File: config.mk
export PLATFORM = sky130hd
export DESIGN_NAME = adder_test_seq
export DESIGN_NICKNAME = d
export VERILOG_FILES = /design/src/rtl/adder_test_seq.sv
export SDC_FILE = /design/constraint.sdc
export NUM_CORES = 1
export LEC_CHECK = 0
export CORE_MARGIN = 10
export CORE_UTILIZATION = 46
export CTS_CLUSTER_DIAMETER = 60
export DETAILED_ROUTE_END_ITERATION = 12
export HOLD_SLACK_MARGIN = 0.1
export PLACE_DENSITY = 0.74
export SLEW_MARGIN = 20
export SYNTH_ARGS = -nofsm -noshare
export SYNTH_HDL_FRONTEND = slang
export SYNTH_SLANG_ARGS = --single-unit
File: constraint.sdc
create_clock -name clk -period 7.51 [get_ports clk]
set_clock_uncertainty 0.2 [all_clocks]
set_input_delay 1.1265 -clock clk [delete_from_list [all_inputs] [get_ports clk]]
set_output_delay 1.1265 -clock clk [all_outputs]
set_load 0.005 [all_outputs]
File: src/rtl/adder_test_seq.sv
// Stimulus sequencer and scoreboard for a pipelined 16-bit adder: issues directed then
// LFSR-random operand pairs, delays the reference sum by LATENCY and counts mismatches.
module adder_test_seq #(
    parameter int LATENCY     = 2,
    parameter int NUM_VECTORS = 256
) (
    input  logic        clk,
    input  logic        rst_n,
    input  logic        start,
    input  logic        abort,
    output logic [15:0] op_a,
    output logic [15:0] op_b,
    output logic        op_valid,
    input  logic [16:0] dut_result,
    output logic        busy,
    output logic        done,
    output logic        pass,
    output logic [15:0] error_count,
    output logic        fail_seen,
    output logic [15:0] first_fail_idx
);

    typedef enum logic [1:0] {IDLE, RUN, DRAIN, DONE} state_t;

    localparam logic [15:0] SEED_A = 16'hACE1;
    localparam logic [15:0] SEED_B = 16'h1D0F;

    state_t      state_q, state_d;
    logic [15:0] opA_q, opA_d, opB_q, opB_d;
    logic        opValid_q, opValid_d;
    logic [15:0] opIdx_q, opIdx_d;
    logic [16:0] issueCnt_q, issueCnt_d;
    logic [15:0] lfsrA_q, lfsrA_d, lfsrB_q, lfsrB_d;
    logic [3:0]  drainCnt_q, drainCnt_d;
    logic [15:0] errCnt_q, errCnt_d;
    logic        failSeen_q, failSeen_d;
    logic [15:0] firstFailIdx_q, firstFailIdx_d;

    logic        clearLine;
    logic        issue;
    logic        abortNow;
    logic [15:0] vecIdx;
    logic [16:0] headRef;
    logic        tailValid;
    logic [16:0] tailRef;
    logic [15:0] tailIdx;

    // Fibonacci LFSR, taps 16/14/13/11, shifting toward bit 0
    function automatic logic [15:0] lfsrNext(input logic [15:0] s);
        lfsrNext = {s[0] ^ s[2] ^ s[3] ^ s[5], s[15:1]};
    endfunction

    assign headRef = {1'b0, opA_q} + {1'b0, opB_q};

    // The reference travels beside the vector index so a mismatch can name its vector
    if (LATENCY == 0) begin : gNoDelay
        assign tailValid = opValid_q;
        assign tailRef   = headRef;
        assign tailIdx   = opIdx_q;
    end else begin : gDelay
        logic [LATENCY-1:0]       dlValid_q;
        logic [LATENCY-1:0][16:0] dlRef_q;
        logic [LATENCY-1:0][15:0] dlIdx_q;

        always_ff @(posedge clk or negedge rst_n) begin
            if (!rst_n) begin
                dlValid_q <= '0;
                dlRef_q   <= '0;
                dlIdx_q   <= '0;
            end else begin
                dlValid_q[0] <= opValid_q && !clearLine;
                dlRef_q[0]   <= headRef;
                dlIdx_q[0]   <= opIdx_q;
                for (int i = 1; i < LATENCY; i++) begin
                    dlValid_q[i] <= dlValid_q[i-1] && !clearLine;
                    dlRef_q[i]   <= dlRef_q[i-1];
                    dlIdx_q[i]   <= dlIdx_q[i-1];
                end
            end
        end

        assign tailValid = dlValid_q[LATENCY-1];
        assign tailRef   = dlRef_q[LATENCY-1];
        assign tailIdx   = dlIdx_q[LATENCY-1];
    end

    assign abortNow = abort && (state_q != IDLE);

    always_comb begin
        state_d        = state_q;
        opA_d          = opA_q;
        opB_d          = opB_q;
        opValid_d      = 1'b0;
        opIdx_d        = opIdx_q;
        issueCnt_d     = issueCnt_q;
        lfsrA_d        = lfsrA_q;
        lfsrB_d        = lfsrB_q;
        drainCnt_d     = drainCnt_q;
        errCnt_d       = errCnt_q;
        failSeen_d     = failSeen_q;
        firstFailIdx_d = firstFailIdx_q;
        clearLine      = 1'b0;
        issue          = 1'b0;
        vecIdx         = issueCnt_q[15:0];

        if (abortNow) begin
            state_d   = IDLE;
            clearLine = 1'b1;
        end else begin
            if (tailValid && (dut_result !== tailRef)) begin
                if (errCnt_q != 16'hFFFF) begin
                    errCnt_d = errCnt_q + 16'd1;
                end
                if (!failSeen_q) begin
                    failSeen_d     = 1'b1;
                    firstFailIdx_d = tailIdx;
                end
            end

            case (state_q)
                IDLE, DONE: begin
                    if (start) begin
                        state_d        = RUN;
                        errCnt_d       = '0;
                        failSeen_d     = 1'b0;
                        firstFailIdx_d = '0;
                        lfsrA_d        = SEED_A;
                        lfsrB_d        = SEED_B;
                        issue          = 1'b1;
                        vecIdx         = '0;
                        issueCnt_d     = 17'd1;
                    end
                end
                RUN: begin
                    // One idle cycle after the last vector keeps busy up to the final compare
                    if (issueCnt_q < 17'(NUM_VECTORS)) begin
                        issue      = 1'b1;
                        issueCnt_d = issueCnt_q + 17'd1;
                    end else if (!opValid_q) begin
                        state_d    = (LATENCY == 0) ? DONE : DRAIN;
                        drainCnt_d = '0;
                    end
                end
                DRAIN: begin
                    if (drainCnt_q == 4'(LATENCY - 1)) begin
                        state_d = DONE;
                    end else begin
                        drainCnt_d = drainCnt_q + 4'd1;
                    end
                end
                default: state_d = IDLE;
            endcase

            if (issue) begin
                opValid_d = 1'b1;
                opIdx_d   = vecIdx;
                case (vecIdx)
                    16'd0: begin opA_d = 16'h0000; opB_d = 16'h0000; end
                    16'd1: begin opA_d = 16'hFFFF; opB_d = 16'hFFFF; end
                    16'd2: begin opA_d = 16'hFFFF; opB_d = 16'h0001; end
                    16'd3: begin opA_d = 16'h5555; opB_d = 16'hAAAA; end
                    default: begin
                        opA_d   = lfsrA_q;
                        opB_d   = lfsrB_q;
                        lfsrA_d = lfsrNext(lfsrA_q);
                        lfsrB_d = lfsrNext(lfsrB_q);
                    end
                endcase
            end
        end
    end

    always_ff @(posedge clk or negedge rst_n) begin
        if (!rst_n) begin
            state_q        <= IDLE;
            opA_q          <= '0;
            opB_q          <= '0;
            opValid_q      <= 1'b0;
            opIdx_q        <= '0;
            issueCnt_q     <= '0;
            lfsrA_q        <= SEED_A;
            lfsrB_q        <= SEED_B;
            drainCnt_q     <= '0;
            errCnt_q       <= '0;
            failSeen_q     <= 1'b0;
            firstFailIdx_q <= '0;
        end else begin
            state_q        <= state_d;
            opA_q          <= opA_d;
            opB_q          <= opB_d;
            opValid_q      <= opValid_d;
            opIdx_q        <= opIdx_d;
            issueCnt_q     <= issueCnt_d;
            lfsrA_q        <= lfsrA_d;
            lfsrB_q        <= lfsrB_d;
            drainCnt_q     <= drainCnt_d;
            errCnt_q       <= errCnt_d;
            failSeen_q     <= failSeen_d;
            firstFailIdx_q <= firstFailIdx_d;
        end
    end

    assign op_a           = opA_q;
    assign op_b           = opB_q;
    assign op_valid       = opValid_q;
    assign busy           = (state_q == RUN) || (state_q == DRAIN);
    assign done           = (state_q == DONE);
    assign pass           = (state_q == DONE) && (errCnt_q == 16'd0);
    assign error_count    = errCnt_q;
    assign fail_seen      = failSeen_q;
    assign first_fail_idx = firstFailIdx_q;

endmodule
After elaboration in Yosys (flattened, before gate mapping)
Index checks and enable logic that the tools add are counted.

Word-level logic and storage cells: 111. Output and inout bits: 69. Flip-flop bits (word level): 205.

Magnitude comparators: 1. Reduce and logical (&&, ||, !) cells: 20. Bitwise logic cells: 7. Mux-type cells: 44. Equality and inequality tests: 18. Add/sub/neg operators: 4.

Operators by type and width (count): $mux W16 (19); $pmux W16 S4 (1); $pmux W16 S3 (1); $mux W17 (2); $pmux W17 S2 (1); $eq A16 B2 Y1 const B (2); $logic_not A16 Y1 (2); $add A16 B16 Y17 (1); $add A17 B1 Y17 const B (1); $lt A17 B9 Y1 const B (1); $nex A17 B17 Y1 (1); $add A16 B1 Y16 const B (1); $eq A16 B1 Y1 const B (1); $ne A16 B16 Y1 const B (1); $mux W4 (3); $ne A3 B3 Y1 const B (4); $mux W2 (5); $ne A2 B2 Y1 const B (5); $mux W1 (9); $pmux W4 S2 (1); $reduce_and A4 Y1 (2); $pmux W2 S3 (1); $reduce_bool A2 Y1 (3); $xor A1 B1 Y1 (6); other kinds (14) (20).

Depth between registers and ports, before layout
Gate-level depths: netlist (run 1).

Depth after elaboration: 8. Mapped depth: 10. Gate-level depth less buffers: 9.

Worst setup path before layout (run 1)
OpenSTA, ideal clock, no wires.

Path type: input -> register. Start point: input dut_result[11]. End point: register firstFailIdx_q[10] (netlist: first_fail_idx[10]). Slack: 4695 ps. Buffers on the path: 2. Arrival time: 2494 ps. Required time: 7189 ps. Setup time: 121 ps. Cell stages on the path: 8. Path through: xnor2_1 > nand4_1 > nor4_2 > a211o_1 > buf_4 > nor3_2 > buf_2 > a22o_1.

Word-level cells in the longest chain between the ends: 5.

Ends and longest elaborated chain: from (decl) (line 14) `input logic [16:0] dut_result,`; $nex A17 B17 Y1 * (line 110) `if (tailValid && (dut_result !== tailRef)) begin`; $logic_and A1 B1 Y1 * (line 110); $mux W16 * (line 110); $mux W16 (line 122) `if (start) begin`; $mux W16 * (line 120) `case (state_q)`; to (signal assigned) (line 199) `firstFailIdx_q <= firstFailIdx_d;`; to (decl) (line 37) `logic [15:0] firstFailIdx_q, firstFailIdx_d;`.

Mark *: on every way between the ends. The rest lies on a longest branch, timed or not. A chain may end at the register's enable or synchronous reset.

Worst setup path in the final report (run 1)
Start point: input start. End point: register lfsrB_q[15].

Word-level cells in the longest chain between the ends: 7. Elaborated cells between the ends (all ways): 15. Those cells by class: 3 x eq/ne; 10 x mux; 2 x reduce/logical.

Ends and longest elaborated chain: from (decl) (line 9) `input logic start,`; $mux W16 (line 122); $mux W16 (line 120); $mux W16 (line 106) `if (abortNow) begin`; $eq A16 B2 Y1, or another cell as far along (line 157) `case (vecIdx)`; $reduce_or A4 Y1 (no line); $mux W16 (line 157); $mux W16 * (line 154) `if (issue) begin`; to (signal assigned) (line 195) `lfsrB_q <= lfsrB_d;`; to (decl) (line 33) `logic [15:0] lfsrA_q, lfsrA_d, lfsrB_q, lfsrB_d;`.

Mark *: on every way between the ends. The rest lies on a longest branch, timed or not. The select of a mux whose other input is x is not followed.

==> results of run 1 <==
[through the flow]
stage          cells   util
2_1_floorplan    807      -
3_3_place_gp    1104  0.528
3_5_place_dp    1104  0.528
4_1_cts         1140  0.566
5_1_grt         1140  0.566
6_report        1140  0.566
[synth_stat cells (all sizes together), types with 5 or more instances]
cell type,n
nand2b,10
o21ai,48
dfstp,16
nand3,33
nor2,53
nand2,121
nand4,10
nor4,10
a22o,24
xor2,10
o31ai,6
ha,25
xnor2,28
and3,5
a31oi,7
clkbuf,18
inv,18
buf,16
dfrtp,189
a21oi,54
and4,6
and2,14
mux2i,7
nor3,13
[area by class of cell]
cell class,instances,area (µm²),share of cell area
Multi-Input combinational cell,550,3410,0.322
Clock inverter,2,60.1,0.00567
Tap cell,234,293,0.0276
Clock buffer,34,654,0.0618
Inverter,18,67.6,0.00638
Sequential cell,205,5150,0.486
Timing Repair Buffer,97,955,0.0901
[path summary, 6_finish.rpt]
kind,from,to,slack (ns)
worst min register to register,gDelay.dlIdx_q[15],tailIdx[15],0.15
worst max register to register,state_q[0],lfsrB_q[15],4.22
min in group asynchronous,rst_n,opIdx_q[8],0.45
worst min-delay path,gDelay.dlIdx_q[15],tailIdx[15],0.15
worst max-delay path,start,lfsrB_q[15],3.90
max in group asynchronous,rst_n,op_b[15],5.39
[cells by family after synthesis]
group	share of synthesized area
flip-flops	0.588
buffers and inverters	0.0250
AO/OA/AOI/OAI	0.139
AND/OR/NAND/NOR	0.164
adder cells (fa/ha/maj)	0.0380
multiplexers	0.00800
XOR/XNOR	0.0380
[sequential cells by signal, summed over array words and instances (netlist names)]
signal and flops:
gDelay.dlIdx_q 16, tailIdx 16, fail_seen 1, op_a 16, drainCnt_q 4, tailRef 17, gDelay.dlValid_q 2, lfsrB_q 16
issueCnt_q 17, first_fail_idx 16, error_count 16, lfsrA_q 16, op_valid 1, gDelay.dlRef_q 17, op_b 16, state_q 2
opIdx_q 16
[power by group through the flow]
stage | clock network (W) | logic (W) | registers, W
2_1_floorplan | 0 | 0.00115 | 0.00157
6_report | 0.00106 | 0.00169 | 0.00163
4_1_cts | 0.00108 | 0.00169 | 0.00163
3_5_place_dp | 0 | 0.00167 | 0.00164
3_3_place_gp | 0 | 0.00164 | 0.00163
5_1_grt | 0.00114 | 0.00189 | 0.00166
[layer usage]
layer / part of all wire / vias to the layer above / track usage
li1: - / 3017 / -
met1: 0.45 / 3136 / 0.218
met2: 0.48 / 182 / 0.258
met3: 0.061 / 22 / 0.0296
met4: 0.013 / 0 / 0.0366
met5: 0 / - / 0
[critical path, stage by stage]
cell and delay (ns):
clkdlybuf4s50_1 0.57, nor2b_2 0.63, o21ai_4 0.12, inv_2 0.27, nand2_1 0.64, nand3_1 0.29, o21ai_1 0.09
==> results_dict.tcl, run 1 <==
set metrics [dict create \
    grt.overflow.total 0 \
    setup_viol_count_final 0 \
    num_rows 50 \
    crit_arrival_ns 3.74 \
    swShare 0.365 \
    track_usage 0.159 \
    crit_required_ns 7.65 \
    dr.pass1.iters 5 \
    chipWidth_um 158 \
    synthArstFlopShare 1.00 \
    p_leak_nw 4.69 \
    antenna_left 0 \
    cts_num_sinks 205 \
    yosysSeqAreaShare 0.588 \
    worstSkewPairLatency_ns 0.49 \
    slew_headroom 0.365 \
    synth_cell_types 67 \
    antenna_found_initial 0 \
    p_seq_frac 0.372 \
    hpwl_um 13700 \
    clock_power_share 0.243 \
    synth_nets 854 \
    rr_worst_depth 8 \
    hold_buffers 0 \
    tightest_slew_ns 0.950 \
    via_per_inst 5.58 \
    place_area_mm2 0.00987 \
    clock_path_buffers 3 \
    via_count 6357 \
    final_max_slew_viol_count 0 \
    p_int_w 0.00278 \
    postCtsSetupRepairBufs 0 \
    wl_um 19900 \
    dieHeight_um 158 \
    cts_tree "done" \
    grt_max_degree 74 \
    hold_class "reg -> reg" \
    maxCapViolCount 0 \
    holdPathStages 0 \
    wl_per_cell_um 17.4 \
    grt_pass1_vias 6187 \
    startpoint_type "primary input" \
    rsz0062_at_grt "no" \
    drc 0 \
    ys.flop_type "dfrtp_1" \
    netlist_top_cells_area "dfrtp_1, nand2_1, dfstp_2" \
    coreArea_mm2 0.0187 \
    io_buffers 89 \
    dieArea_mm2 0.0250 \
    fin_setup_tns_ns 0 \
    fin_nets 940 \
    timing.final.crit_share 0.480 \
    drt_iter0_drc 402 \
    max_freq_ghz 0.277 \
    place_congestion 0.849 \
    power.density_mw_per_mm2 413 \
    drive_above_1_share 0.0817 \
    cts.clk_slew.worst_paths_ns 0.06 \
    critPathCaptureType "flop" \
    synth-seq-cells 205 \
    io_pins 90 \
    grt_pass1_wl_um 32600 \
    fin_area_mm2 0.0106 \
    fin_hold_ws_ns 0.145 \
    start_util 0.468 \
    pre_cts_ws_ns 3.18 \
    yosysTopAreaCell "dfrtp_1" \
    setup_ws_ns 3.90 \
    syn-instance-count 807 \
    min_period_ns 3.61 \
    total_power_w 0.00437 \
    switching_power_w 0.00160 \
    synth_top_area_share 0.540 \
    combPwrFrac 0.386 \
    syn_area_mm2 0.00876 \
    final-hold-violation-count 0 \
    layout_commonest_cell "dfrtp_1" \
    yosys_warnings 0 \
    final_cell_mix "dfrtp_1, nand2_1, clkdlybuf4s50_1" \
    fillers 1542 \
    crit_type "in -> reg" \
    status "finished clean" \
    clockRootBuffer "clkbuf_16" \
    synth-edff-count 0 \
    cts_buffers 21 \
    synth.avg_cell_area_um2 10.9 \
    post_cts_resize_count 0 \
    area_delta_synth_final_pct 20.9 \
    diodes 0 \
    vdd_drop_max_mv 0.230 \
    crit_fanout 31 \
    cts_htree_levels 1 \
]
(Power assumes the default switching activity.)
==> inputs of run 2 (changes only) <==
==> constraint.sdc (replaced) <==
create_clock -name clk -period 3.65 [get_ports clk]
set_clock_uncertainty 0.2 [all_clocks]
set_input_delay 0.5475 -clock clk [delete_from_list [all_inputs] [get_ports clk]]
set_output_delay 0.5475 -clock clk [all_outputs]
set_load 0.005 [all_outputs]
==> run 2 against run 1 <==
Power up 110%; die area did not move; global-route usage fell by 0.10 points; register-to-register slack lost 3.6 ns; setup slack got worse by 3.3 ns.
==> results_dict.tcl, run 2 (synthesis results as in run 1) <==
set metrics [dict create \
    crit_required_ns 3.81 \
    switching_power_w 0.00327 \
    cp_cell_sequence "ha_1 > fa_1 > a21o_1 > a21o_1 > a2111oi_0 > o21ai_1 > nor3b_1 > a311oi_1" \
    cts_htree_levels 1 \
    setup_ws_ns 0.619 \
    clockRootBuffer "clkbuf_16" \
    antenna_left 0 \
    slew_headroom 0.510 \
    place_area_mm2 0.00994 \
    drt_iter0_drc 475 \
    postCtsSetupRepairBufs 0 \
    p_leak_nw 4.74 \
    final_cell_mix "dfrtp_1, nand2_1, clkdlybuf4s50_1" \
    dieArea_mm2 0.0250 \
    grt_pass1_wl_um 32500 \
    num_rows 50 \
    grt_pass1_vias 6124 \
    status "finished clean" \
    grt.overflow.total 0 \
    power.density_mw_per_mm2 842 \
    coreArea_mm2 0.0187 \
    vdd_drop_max_mv 0.401 \
    cts_tree "done" \
    cts_buffers 21 \
    drive_above_1_share 0.0918 \
    via_per_inst 5.52 \
    layout_commonest_cell "dfrtp_1" \
    place_congestion 0.850 \
    post_cts_resize_count 0 \
    drc 0 \
    maxCapViolCount 0 \
    dieHeight_um 158 \
    timing.final.crit_share 0.830 \
    tightest_slew_ns 0.732 \
    final_max_slew_viol_count 0 \
    via_count 6342 \
    cp_slowest_cell "a2111oi_0" \
    swShare 0.364 \
    path_common_cell "a21o_1" \
    io_pins 90 \
    clock_power_share 0.242 \
    wl_per_cell_um 17.0 \
    max_freq_ghz 0.330 \
    cts.clk_slew.worst_paths_ns 0.06 \
    pre_cts_ws_ns 0.412 \
    fin_hold_ws_ns 0.147 \
    wl_um 19600 \
    fin_nets 949 \
    finalCoreUtilization 0.570 \
    rsz0062_at_grt "no" \
    fin_setup_tns_ns 0 \
    max_stage_delay_ns 0.62 \
    chipWidth_um 158 \
    combPwrFrac 0.386 \
    critPathCaptureType "flop" \
    startpoint_type "flop" \
    min_period_ns 3.03 \
    p_int_w 0.00571 \
    antenna_found_initial 0 \
    worstSkewPairLatency_ns 0.49 \
    setup_viol_count_final 0 \
    diodes 0 \
    p_seq_frac 0.372 \
    crit_fanout 4 \
    clock_path_buffers 3 \
    final-hold-violation-count 0 \
    io_buffers 89 \
    cts_num_sinks 205 \
    area_delta_synth_final_pct 21.7 \
    crit_type "reg -> reg" \
    dr.pass1.iters 5 \
    hpwl_um 13800 \
    track_usage 0.158 \
    fin_area_mm2 0.0107 \
    crit_arrival_ns 3.19 \
    hold_class "reg -> reg" \
    start_util 0.468 \
    grt_max_degree 68 \
]
-- run 2: changes by cell type in the layout (fill, tap and decap cells not counted), sizes merged --
cell         before  now
clkinvlp          0    1
clkbuf           35   31
dlygate4sd3       0    1
buf               8   16
clkinv            0    3
-- run 2: power by group through the flow --
stage / Sequential (W) / Clock [W] / Combinational (W)
final: 0.00334 / 0.00217 / 0.00347
after global routing: 0.00340 / 0.00231 / 0.00391
after floorplan: 0.00322 / 0 / 0.00236
after detailed placement: 0.00337 / 0 / 0.00346
after global placement: 0.00335 / 0 / 0.00340
after CTS: 0.00334 / 0.00221 / 0.00349
-- run 2: routing by layer --
metal | track usage | up-vias | share of wire
met5 | 0 | - | 0
met4 | 0.0446 | 0 | 0.022
met3 | 0.0269 | 35 | 0.065
met2 | 0.246 | 181 | 0.47
met1 | 0.224 | 3085 | 0.45
li1 | - | 3041 | -
-- run 2: worst paths after layout --
check                                      to  cells after the start  slack, ns         startpoint
setup / recovery           gDelay.dlRef_q[14]                      8       0.62            op_a[0]
hold reg to reg                    tailRef[6]                      0       0.15  gDelay.dlRef_q[6]
setup reg to reg           gDelay.dlRef_q[14]                      8       0.62            op_a[0]
min in group asynchronous         tailIdx[12]                      2       0.41              rst_n
max in group asynchronous         tailRef[10]                      3       1.96              rst_n
hold / removal                     tailRef[6]                      0       0.15  gDelay.dlRef_q[6]
-- run 2: layout make-up --
| class | count | area [µm²] |
|---|---|---|
| Fill cell | 1547 | 8040 |
| Clock inverter | 6 | 82.6 |
| Multi-Input combinational cell | 550 | 3410 |
| Inverter | 18 | 67.6 |
| Sequential cell | 205 | 5150 |
| Tap cell | 234 | 293 |
| Clock buffer | 30 | 629 |
| Timing Repair Buffer | 106 | 1040 |
-- run 2: repair_timing --
action,4_1_cts,5_1_grt
endpoints found under the setup margin,0,0
hold buffers,1,0
endpoints found under the hold margin,62,0
-- run 2: stage by stage --
stage          power (W)  std cells
2_1_floorplan    0.00558        807
3_3_place_gp     0.00675       1112
3_5_place_dp     0.00683       1112
4_1_cts          0.00904       1149
5_1_grt          0.00963       1149
6_report         0.00898       1149
-- run 2: worst max-delay path: cells and delay by family, from the launching register on --
family | cells | cell delay [ns]
flip-flops | 1 | 0.42
AND/OR/NAND/NOR | 1 | 0.25
AO/OA/AOI/OAI | 5 | 1.37
adder cells (fa/ha/maj) | 2 | 0.65
==> inputs of run 3 (changes only) <==
==> constraint.sdc (replaced) <==
create_clock -name clk -period 2.9 [get_ports clk]
set_clock_uncertainty 0.2 [all_clocks]
set_input_delay 0.435 -clock clk [delete_from_list [all_inputs] [get_ports clk]]
set_output_delay 0.435 -clock clk [all_outputs]
set_load 0.005 [all_outputs]
==> run 3 against run 2 <==
Maximum frequency is 7.6% higher; sequential share of layout area decreased by 1.1 points; count of clock-buffer cells in the layout fell by 1; sequential power grew 25%; critical path depth rose by 1; largest cell class unchanged.
==> results_dict.tcl, run 3 (synthesis results as in run 1) <==
set metrics [dict create \
    grt_max_degree 72 \
    crit_fanout 4 \
    via_count 6559 \
    dieArea_mm2 0.0250 \
    antenna_found_initial 0 \
    power.density_mw_per_mm2 1070 \
    fin_hold_ws_ns 0.143 \
    final_cell_mix "dfrtp_1, nand2_1, clkdlybuf4s50_1" \
    total_power_w 0.0117 \
    coreArea_mm2 0.0187 \
    critPathCaptureType "flop" \
    startpoint "op_a[0]" \
    p_seq_frac 0.356 \
    tightest_slew_ns 0.769 \
    final-hold-violation-count 0 \
    maxCapViolCount 0 \
    drc 0 \
    critPathCapture "gDelay.dlRef_q[14]" \
    drive_above_1_share 0.123 \
    grt_pass1_wl_um 33600 \
    via_per_inst 5.57 \
    slew_headroom 0.485 \
    fin_nets 975 \
    max_freq_ghz 0.355 \
    worstSkewPairLatency_ns 0.50 \
    crit_type "reg -> reg" \
    cts_tree "done" \
    p_leak_nw 4.88 \
    timing.final.crit_share 0.971 \
    area_delta_synth_final_pct 24.7 \
    cts_num_sinks 205 \
    layout_commonest_cell "dfrtp_1" \
    place_congestion 0.855 \
    startpoint_type "flop" \
    io_buffers 89 \
    wl_um 20300 \
    diodes 0 \
    reg2reg_from "op_a[0]" \
    track_usage 0.164 \
    vdd_drop_max_mv 0.422 \
    combPwrFrac 0.409 \
    crit_required_ns 3.05 \
    setup_viol_count_final 0 \
    rr_endpoint "gDelay.dlRef_q[14]" \
    swShare 0.369 \
    postCtsSetupRepairBufs 0 \
    rr_worst_depth 9 \
    rrSetupSlack_ns 0.08 \
    p_int_w 0.00740 \
    status "finished clean" \
    wl_per_cell_um 17.2 \
    clock_power_share 0.235 \
    clockRootBuffer "clkbuf_16" \
    start_util 0.468 \
    dieHeight_um 158 \
    holdPathStages 0 \
    drt_iter0_drc 315 \
    grt_pass1_vias 6490 \
    hold_class "reg -> reg" \
    crit_arrival_ns 2.96 \
    grt.overflow.total 0 \
    min_period_ns 2.82 \
    clock_path_buffers 3 \
    hpwl_um 14200 \
    final_max_slew_viol_count 0 \
    chipWidth_um 158 \
    cts_htree_levels 1 \
    io_pins 90 \
    num_rows 50 \
    cts.clk_slew.worst_paths_ns 0.06 \
    dr.pass1.iters 6 \
    switching_power_w 0.00433 \
    cts_buffers 22 \
    antenna_left 0 \
]
[run 3: worst min-delay path by stage]
| stage | endpoint | startpoint | slack, ns |
|---|---|---|---|
| 5_1_grt | tailRef[10] | gDelay.dlRef_q[10] | 0.15 |
| 4_1_cts | tailRef[11] | gDelay.dlRef_q[11] | 0.15 |
| 3_5_place_dp | tailRef[0] | gDelay.dlRef_q[0] | 0.13 |
| 2_1_floorplan | drainCnt_q[0] | rst_n | -0.06 |
| 3_3_place_gp | tailRef[1] | gDelay.dlRef_q[1] | 0.13 |
| 6_report | tailIdx[9] | gDelay.dlIdx_q[9] | 0.14 |
[run 3: critical path, stage by stage, from the launching register on]
cell	delay, ns
dfrtp_1	0.39
ha_1	0.23
fa_1	0.41
a21o_1	0.20
a21o_1	0.18
a2111oi_1	0.42
buf_4	0.18
o21ai_1	0.16
nor3b_2	0.22
a311oi_2	0.07
[run 3: layout make-up]
type	count	area, µm²
clock buffer	29	628
tap	234	293
timing repair buffer	131	1250
inverter	18	67.6
clock inverter	11	103
sequential	205	5150
fill	1506	7780
multi-input combinational	550	3430
[run 3: metal layers]
layer	track usage	vias to the layer above	share of wire
met5	0	-	0
met4	0.0379	0	0.012
met3	0.0282	20	0.060
met2	0.268	164	0.48
met1	0.223	3270	0.45
li1	-	3105	-
[run 3: metrics by stage]
stage	area, µm²	setup WS [ns]	utilization	setup TNS, ns	std cells
2_1_floorplan	8760	0.241	-	0	807
3_3_place_gp	10200	0.0157	0.543	0	1137
3_5_place_dp	10200	-0.0345	0.543	-0.256	1137
4_1_cts	10900	0.0437	0.583	0	1178
5_1_grt	10900	-0.0281	0.584	-0.0281	1178
6_report	10900	0.0844	0.584	0	1178
[run 3: power groups by stage]
stage | registers, W | clock network [W] | logic [W]
finish | 0.00417 | 0.00275 | 0.00480
global route | 0.00425 | 0.00294 | 0.00535
CTS | 0.00417 | 0.00281 | 0.00476
detailed placement | 0.00422 | 0 | 0.00470
global placement | 0.00420 | 0 | 0.00460
floorplan | 0.00406 | 0 | 0.00297
[run 3: timing repair]
item / CTS / global route
hold buffers: 1 / 0
endpoints found under the setup margin: 0 / 3
hold endpoints to repair: 59 / 0
gates resized for setup: 0 / 5
